<file path="src/rtl/fetch_unit.sv">
// Instruction fetch stage: drives a ROM-style request port from a program counter,
// buffers fetched words with their PC, and hands them to decode through valid/ready.
module fetch_unit #(
  parameter logic [31:0] RESET_PC = 32'h0000_0000,
  parameter int          DEPTH    = 2
) (
  input  logic        clk,
  input  logic        rst,
  output logic        mem_cs,
  output logic [31:0] mem_addr,
  input  logic [31:0] mem_rdata,
  input  logic        mem_ready,
  input  logic        redirect_valid,
  input  logic [31:0] redirect_pc,
  output logic        out_valid,
  output logic [31:0] out_instr,
  output logic [31:0] out_pc,
  input  logic        out_ready
);

  localparam int                 PTR_W   = $clog2(DEPTH);
  localparam int                 CNT_W   = PTR_W + 1;
  localparam logic [CNT_W-1:0]   DEPTH_C = CNT_W'(DEPTH);
  localparam logic [31:0]        NOP     = 32'h0000_0013;

  typedef enum logic [1:0] {
    IDLE,
    REQ,
    DISCARD
  } state_e;

  state_e             state_q;
  logic [31:0]        fetch_pc_q;
  logic [31:0]        mem_addr_q;
  logic [PTR_W-1:0]   rd_ptr_q;
  logic [PTR_W-1:0]   wr_ptr_q;
  logic [CNT_W-1:0]   count_q;
  logic [CNT_W-1:0]   count_d;
  logic [31:0]        instr_mem [DEPTH];
  logic [31:0]        pc_mem    [DEPTH];

  logic        done;
  logic        pop;
  logic        push;
  logic [31:0] redir_pc;
  logic [31:0] fetch_pc_inc;

  assign mem_cs       = (state_q != IDLE);
  assign mem_addr     = mem_addr_q;
  assign done         = mem_cs && mem_ready;
  assign out_valid    = (count_q != '0);
  // A redirect flushes the buffer, so any pop or push in the same cycle is void.
  assign pop          = out_valid && out_ready && !redirect_valid;
  assign push         = (state_q == REQ) && done && !redirect_valid;
  assign redir_pc     = redirect_pc & ~32'h0000_0003;
  assign fetch_pc_inc = fetch_pc_q + 32'd4;

  // Empty-buffer outputs are forced to a NOP at PC 0 so storage needs no reset.
  assign out_instr = out_valid ? instr_mem[rd_ptr_q] : NOP;
  assign out_pc    = out_valid ? pc_mem[rd_ptr_q]    : '0;

  // NOTE: every variable written in always_comb gets a default first, so no latch is inferred.
  always_comb begin
    count_d = count_q;
    if (redirect_valid) begin
      count_d = '0;
    end else begin
      case ({push, pop})
        2'b10:   count_d = count_q + CNT_W'(1);
        2'b01:   count_d = count_q - CNT_W'(1);
        default: count_d = count_q;
      endcase
    end
  end

  // NOTE: sequential state uses non-blocking assignments only, so every register
  // in the block sees the pre-edge values of its neighbours.
  always_ff @(posedge clk) begin
    if (rst) begin
      state_q    <= IDLE;
      mem_addr_q <= RESET_PC;
      fetch_pc_q <= RESET_PC;
    end else if (redirect_valid) begin
      fetch_pc_q <= redir_pc;
      if (mem_cs && !done) begin
        // The bus cannot be abandoned mid-request: hold the stale address and drop its data.
        state_q <= DISCARD;
      end else begin
        state_q    <= REQ;
        mem_addr_q <= redir_pc;
      end
    end else begin
      case (state_q)
        IDLE: begin
          if (count_q < DEPTH_C) begin
            state_q    <= REQ;
            mem_addr_q <= fetch_pc_q;
          end
        end
        REQ: begin
          if (done) begin
            fetch_pc_q <= fetch_pc_inc;
            mem_addr_q <= fetch_pc_inc;
            state_q    <= (count_d < DEPTH_C) ? REQ : IDLE;
          end
        end
        DISCARD: begin
          if (done) begin
            state_q    <= REQ;
            mem_addr_q <= fetch_pc_q;
          end
        end
        default: state_q <= IDLE;
      endcase
    end
  end

  always_ff @(posedge clk) begin
    if (rst) begin
      rd_ptr_q <= '0;
      wr_ptr_q <= '0;
      count_q  <= '0;
    end else begin
      count_q <= count_d;
      if (redirect_valid) begin
        rd_ptr_q <= '0;
        wr_ptr_q <= '0;
      end else begin
        if (pop)  rd_ptr_q <= rd_ptr_q + PTR_W'(1);
        if (push) wr_ptr_q <= wr_ptr_q + PTR_W'(1);
      end
    end
  end

  // NOTE: buffer storage is deliberately not reset; validity is tracked by count_q alone.
  always_ff @(posedge clk) begin
    if (push) begin
      instr_mem[wr_ptr_q] <= mem_rdata;
      pc_mem[wr_ptr_q]    <= fetch_pc_q;
    end
  end

endmodule

</file>
<file path="config.mk">
export PLATFORM = sky130hd
export DESIGN_NAME = fetch_unit
export DESIGN_NICKNAME = d
export VERILOG_FILES = /design/src/rtl/fetch_unit.sv
export SDC_FILE = /design/constraint.sdc
export NUM_CORES = 1
export LEC_CHECK = 0
export CAP_MARGIN = 30
export CORE_AREA = 5 5 204 186
export CTS_CLUSTER_SIZE = 30
export DETAILED_ROUTE_END_ITERATION = 10
export DIE_AREA = 0 0 209 191
export MAX_ROUTING_LAYER = met4
export PLACE_DENSITY_LB_ADDON = 0.25
export SYNTH_ARGS = -nofsm -noshare
export SYNTH_HDL_FRONTEND = slang
export SYNTH_SLANG_ARGS = --single-unit
</file>
<file path="constraint.sdc">
create_clock -name clk -period 4.6 [get_ports clk]
set_clock_uncertainty 0.1 [all_clocks]
set_input_delay 0.92 -clock clk [delete_from_list [all_inputs] [get_ports clk]]
set_output_delay 0.92 -clock clk [all_outputs]
set_load 0.05 [all_outputs]
</file>
==> metrics.csv <==
metric,value,unit
TritonCTS clock tree,yes,
first-pass GRT wire length,38400,um
most frequent cell after synthesis,edfxtp_1,
Min-Delay Path Class,reg2reg,
CP endpoint kind,output port,
average wire per standard cell,18.2,um
number of diodes,0,
Internal,2780,uW
FP Rows,66,
number of synthesized flops with an enable pin,124,
register area share after synthesis,57.7,%
Synth area leaders,"edfxtp_1 42%, dfxtp_1 15%, mux2i_1 7.9%",
clock share of power,36.3,%
DRT iter0 DRCs,362,
RSZ-0062 raised after global routing,false,
slowest cell on the critical path,clkdlybuf4s50_1,
largest net degree at the start of global routing,63,
fmax,277,MHz
Worst Path Buf+Inv,2,
clk slew on worst S/H paths,70,ps
antenna violations before repair,0,
CTS resizes,0,
synthesis-to-layout area growth,29.5,%
max_slew headroom,53.5,%
clk_lat worst skew,440,ps
Crit Path Category,reg2out,
Clock Path Buffers,2,
max incr delay on CP,750,ps
vias in the first global route,6265,
Slew Limit Fails,0,
final hold vios,0,
synthesized instance count,775,
TritonCTS buffer count,17,
main combinational cell family by area after synthesis,simple AND/OR/NAND/NOR gates,
H-tree depth,4,
Overall Global Routing Usage,12.8,%
drt first pass iters,8,
# Max-Cap Violations,0,
met2 wire length,11100,um
Post-Syn Area,8780,um2
Worst-Margin Slew,695,ps
Total Power,3830,uW
final setup violation count,0,
Max Used Layer,met4,
layout cells sized above 1,7.75,%
Sw Share,27.4,%
final core utilization,31.9,%
Yosys cell types,64,
crit path max fanout,28,
crit share post-route,78.4,%
multiplexer share of the synthesized area,7.87,%
Die Ht,191,um
final WL,25300,um
Congestion Overflow GR,0,
CTS root buf,clkbuf_16,
"area fraction in and, or, nand and nor cells after synthesis",16.2,%
Post-Synth Adder-Cell Area,0.285,%
Vias/cell,4.55,
Die X,209,um
Seq pwr share,51.3,%
number of port buffers,160,
main flop type after synthesis,edfxtp_1,
CP top delay family,buffers and inverters,
I/O pins,167,
fillcell total,3673,
DRC,0,
"Req. time, crit path",3580,ps
number of synthesized register bits,191,
sequential cell area,5070,um2
Sw Pwr,1050,uW
status,completed,
CP cell instances,nor2_4 -> buf_4 -> nor2_1 -> clkdlybuf4s50_1,
initial cell density of the core,24.6,%
Max VDD drop,0.244,mV
"Async S/R FF share, synth",0,%
# hold bufs at CTS,0,
met3 WL,1190,um
vias,6330,
Synthesis Warnings,0,
LEAKAGE,0.00358,uW
Synth top area share,42.4,%
syn_area_per_cell,11.3,um2
gpl congestion,0.806,
power density over cell area,337,nW/um2
combinational share of power,12.4,%
Worst Path Arrival,2590,ps
die area,39900,um2
startpoint class of the critical path,flop,
area of the multi-input gates,3420,um2
Sink Count,191,
synthesized-area fraction occupied by xor and xnor cells,4.69,%
Post-synth top cells,"124 x edfxtp_1, 102 x nor2_1, 69 x mux2i_1, 67 x dfxtp_1, 49 x nand2_1",
Core Area,35700,um2
M1 WL,12800,um
crit path time final,3610,ps
Nets,974,
placed wire-length estimate,17400,um
DRT antenna net count,0,
Setup Buffers After CTS,0,
Synth Area in Compound Gates,9.44,%
Synth area leader,edfxtp_1,
[cells in the final DEF (no fill, tap or decap), types with 12 or more instances in the layout]
cell type,instances
a211oi_1,12
a21oi_1,22
clkbuf_16,17
clkdlybuf4s50_1,159
dfxtp_1,66
edfxtp_1,124
mux2i_1,69
nand2_1,49
nand3_1,24
nand4_1,14
nor2_1,99
nor3_1,19
o21ai_0,23
xnor2_1,37
[routing by layer]
layer	global-route usage, %	vias to the layer above
met5	-	-
met4	2.74	0
met3	2.90	19
met2	19.0	176
met1	18.0	3062
li1	-	3073
[flip-flops by register name, indices dropped and copies added (netlist names), named ones only]
name        cells
instr_mem      64
fetch_pc_q     30
mem_addr       30
rd_ptr_q        1
wr_ptr_q        1
pc_mem         60
count_q         2
state_q         2
[cells by family (layout without fill, tap and decap cells)]
group | count (synthesis) | after routing
simple gates | 276 | 276
compound gates | 116 | 116
fa+ha+maj | 2 | 2
mux | 69 | 69
flops | 191 | 191
xor+xnor | 47 | 47
buf+inv | 73 | 211
other cells | 1 | 4
[power groups by stage]
stage	clock, uW	combinational [uW]	sequential [uW]
floorplan	0	236	2040
global placement	0	478	2000
detailed placement	0	480	2000
CTS	1450	483	1960
global route	1510	510	1970
finish	1390	476	1960
[final timing paths]
check / start / to / slack [ps] / cells past startpoint
max reg2reg: fetch_pc_q[5] / mem_addr[28] / 1730 / 5
max: count_q[0] / out_pc[2] / 990 / 4
min: mem_addr[2] / mem_addr[2] / 370 / 2
min reg2reg: mem_addr[2] / mem_addr[2] / 370 / 2
[final cells by class]
cell class / count / area share [%]
sequential: 191 / 44.6
clock buffer: 19 / 3.81
clock inverter: 13 / 0.914
inverter: 7 / 0.231
timing repair buffer: 172 / 15.2
multi-input combinational: 514 / 30.0
tap: 476 / 5.24
[through the flow]
step / std cells / setup slack [ps] / hold WS, ps / TNS, ps / cell area (um2)
6_report: 1392 / 994 / 371 / 0 / 11400
5_1_grt: 1392 / 804 / 386 / 0 / 11400
4_1_cts: 1392 / 903 / 370 / 0 / 11400
3_5_place_dp: 1360 / 992 / 352 / 0 / 10800
3_3_place_gp: 1360 / 1080 / 345 / 0 / 10800
2_1_floorplan: 778 / -195 / 320 / -24200 / 8790
[worst register-to-register path, cell delays in order, from the launching register on]
cell	delay (ps)
dfxtp_1	600
and4_1	490
nand4_1	630
nor4_1	560
xnor2_1	110
o32ai_1	280
(Power assumes the default switching activity.)
==> variant, RTL diff (same settings) <==
Encoding of `state_e`: now one-hot (3 bits for 3 states).
--- a/src/rtl/fetch_unit.sv
+++ b/src/rtl/fetch_unit.sv
@@ -23,10 +23,10 @@
   localparam logic [CNT_W-1:0]   DEPTH_C = CNT_W'(DEPTH);
   localparam logic [31:0]        NOP     = 32'h0000_0013;
 
-  typedef enum logic [1:0] {
-    IDLE,
-    REQ,
-    DISCARD
+  typedef enum logic [2:0] {
+    IDLE    = 3'b001,
+    REQ     = 3'b010,
+    DISCARD = 3'b100
   } state_e;
 
   state_e             state_q;
Formal check against the unedited RTL: same outputs for any inputs over 4 cycles, from zero or initial values and one cycle with rst high; so few cycles prove little.
==> variant against the unedited design <==
- routed wire length grew 1.6%
- area after synthesis shrank 0.27%
- combinational power grew 6.7%
- maximum frequency shrank 3.5%
- via count grew 2.3%
- synthesized cell count grew 0.77%
- setup slack lost 0.13 ns
- cell area grew 0.57%
- sequential cell count grew 1
- die area is the same
- total power grew 2.1%
- highest routed layer unchanged
- hold slack lost 0.0057 ns
==> variant: results (changes against the unedited design) <==
stage,metric,value,unit,change
pwr,clk pwr,1.43,mW,+3%
run_status,status,"complete, no violations",,
yosys,sequential-to-total area share from yosys stat,0.5809,,+0.003854
placed_design,dpl cells,1372,,+0.88%
detailed_routing,wire length per cell,18.33,um,+0.73%
detailed_routing,DR iter-0 viols,391,,+8.0%
yosys,post-synthesis compound-gate area fraction,0.1046,,+0.01026
timing,Slew @ Worst Pin,1.109,ns,+0.4141 ns
worst_setup_path,CP arrival,2.71,ns,+0.12 ns
finish,bufs w/o clock,175,,+1.7%
detailed_routing,wl on met1,13200,um,+3.3%
yosys,synth cell count leaders,"124 x edfxtp_1, 94 x nor2_1, 68 x dfxtp_1, 64 x mux2i_1, 51 x nand2_1",,
pwr,Logic pwr share,0.130,,+0.006
pwr,net switching power,1.092,mW,+4.1%
finish,Filler Cells Inserted,3631,,-1.1%
finish,sequential fraction of total cell area,0.4451,,-0.0007840
finish,final net count,986,,+1.2%
pwr,Leak Pwr,3.585,nW,about the same
clocking,post-CTS setup buffers,0,,unchanged
yosys,Synth Warn #,0,,unchanged
yosys,mux cell area share after synthesis,0.07318,,-0.005504
global_route,met1 Usage GRT,0.1880,,+0.007508
pwr,Peak VDD IR,0.2226,mV,-8.9%
detailed_routing,met3 WL post-DR,1460,um,+23%
finish,Layout non-clock buf frac,0.1545,,+0.002859
yosys,Synth area leaders,"edfxtp_1 43%, dfxtp_1 16%, mux2i_1 7.3%, nor2_1 4.0%, xnor2_1 3.1%",,
placed_design,RePlAce Congestion,0.7970,,-1.1%
finish,Multi-input gate area,0.003396,sq mm,-0.59%
placed_design,setup slack after placement,1.208,ns,+0.2155 ns
yosys,XOR/XNOR Fraction of Synth Area,0.04603,,-0.0008732
finish,comb_multi_in,521,,+1.4%
global_route,M2 GR Usage,0.1873,,-0.002622
detailed_routing,Routed WL,25730,um,+1.6%
finish,clkbuf count,18,,-1
worst_setup_path,CP peak stage delay,0.72,ns,-0.03 ns
detailed_routing,drt first pass iters,5,,-3
pwr,Sw Share,0.2792,,+0.005398
detailed_routing,met2 WL post-DR,10830,um,-2.6%
global_route,vias in the first global route,6316,,+0.81%
hold_path,HP Start,mem_addr[8]$_SDFFE_PP0P_,,
worst_setup_path,R2R cell count,10,,+5
placed_design,PortBufs,160,,unchanged
finish,clock-cell share of area,0.04859,,+0.001373
global_route,first-pass GRT wire length,39270,um,+2.3%
die,Starting Density,0.2454,,-0.0006664
yosys,Adder-Cell Fraction of Synth Area,0.002859,,+0.000007743
placed_design,DPL Wire Length,17690,um,+1.6%
detailed_routing,routed via count divided by cell count,4.613,,+1.4%
finish,layout cells sized above 1,0.07435,,-0.003157
finish,num sequential,192,,+0.52%
worst_setup_path,worst reg2reg path startpoint,count_q[1]$_SDFF_PP0_,,
yosys,post-synthesis cell count,781,,+0.77%
finish,Area Overhead vs Synth,30.60,%,
finish,invs w/o clock,8,,+1
-- variant: cell count changes in the layout (fill, tap and decap cells not counted), moves of 4 or more --
cell / delta
o21ai_0: -4
inv_6: +5
a21oi_1: +12
o311ai_0: +5
o32ai_1: -5
xnor2_1: -6
o31ai_1: -7
or3_1: -5
nand4_1: +9
mux2i_1: -5
nand2b_1: +6
nor2_1: -7
xor2_1: +5
a21boi_0: +5
-- variant: cells by family after synthesis --
| group | after synthesis |
|---|---|
| simple gates | 272 |
| xor+xnor | 46 |
| buf+inv | 71 |
| other cells | 1 |
| mux | 64 |
| flops | 192 |
| compound gates | 133 |
| fa+ha+maj | 2 |
-- variant: worst paths after layout --
kind	end	slack, ns
worst min-delay path	mem_addr[8]$_SDFFE_PP0P_	0.37
worst min register to register	mem_addr[8]$_SDFFE_PP0P_	0.37
worst max-delay path	out_instr[28]	0.87
worst max register to register	state_q[1]$_SDFFE_PP0P_	1.53
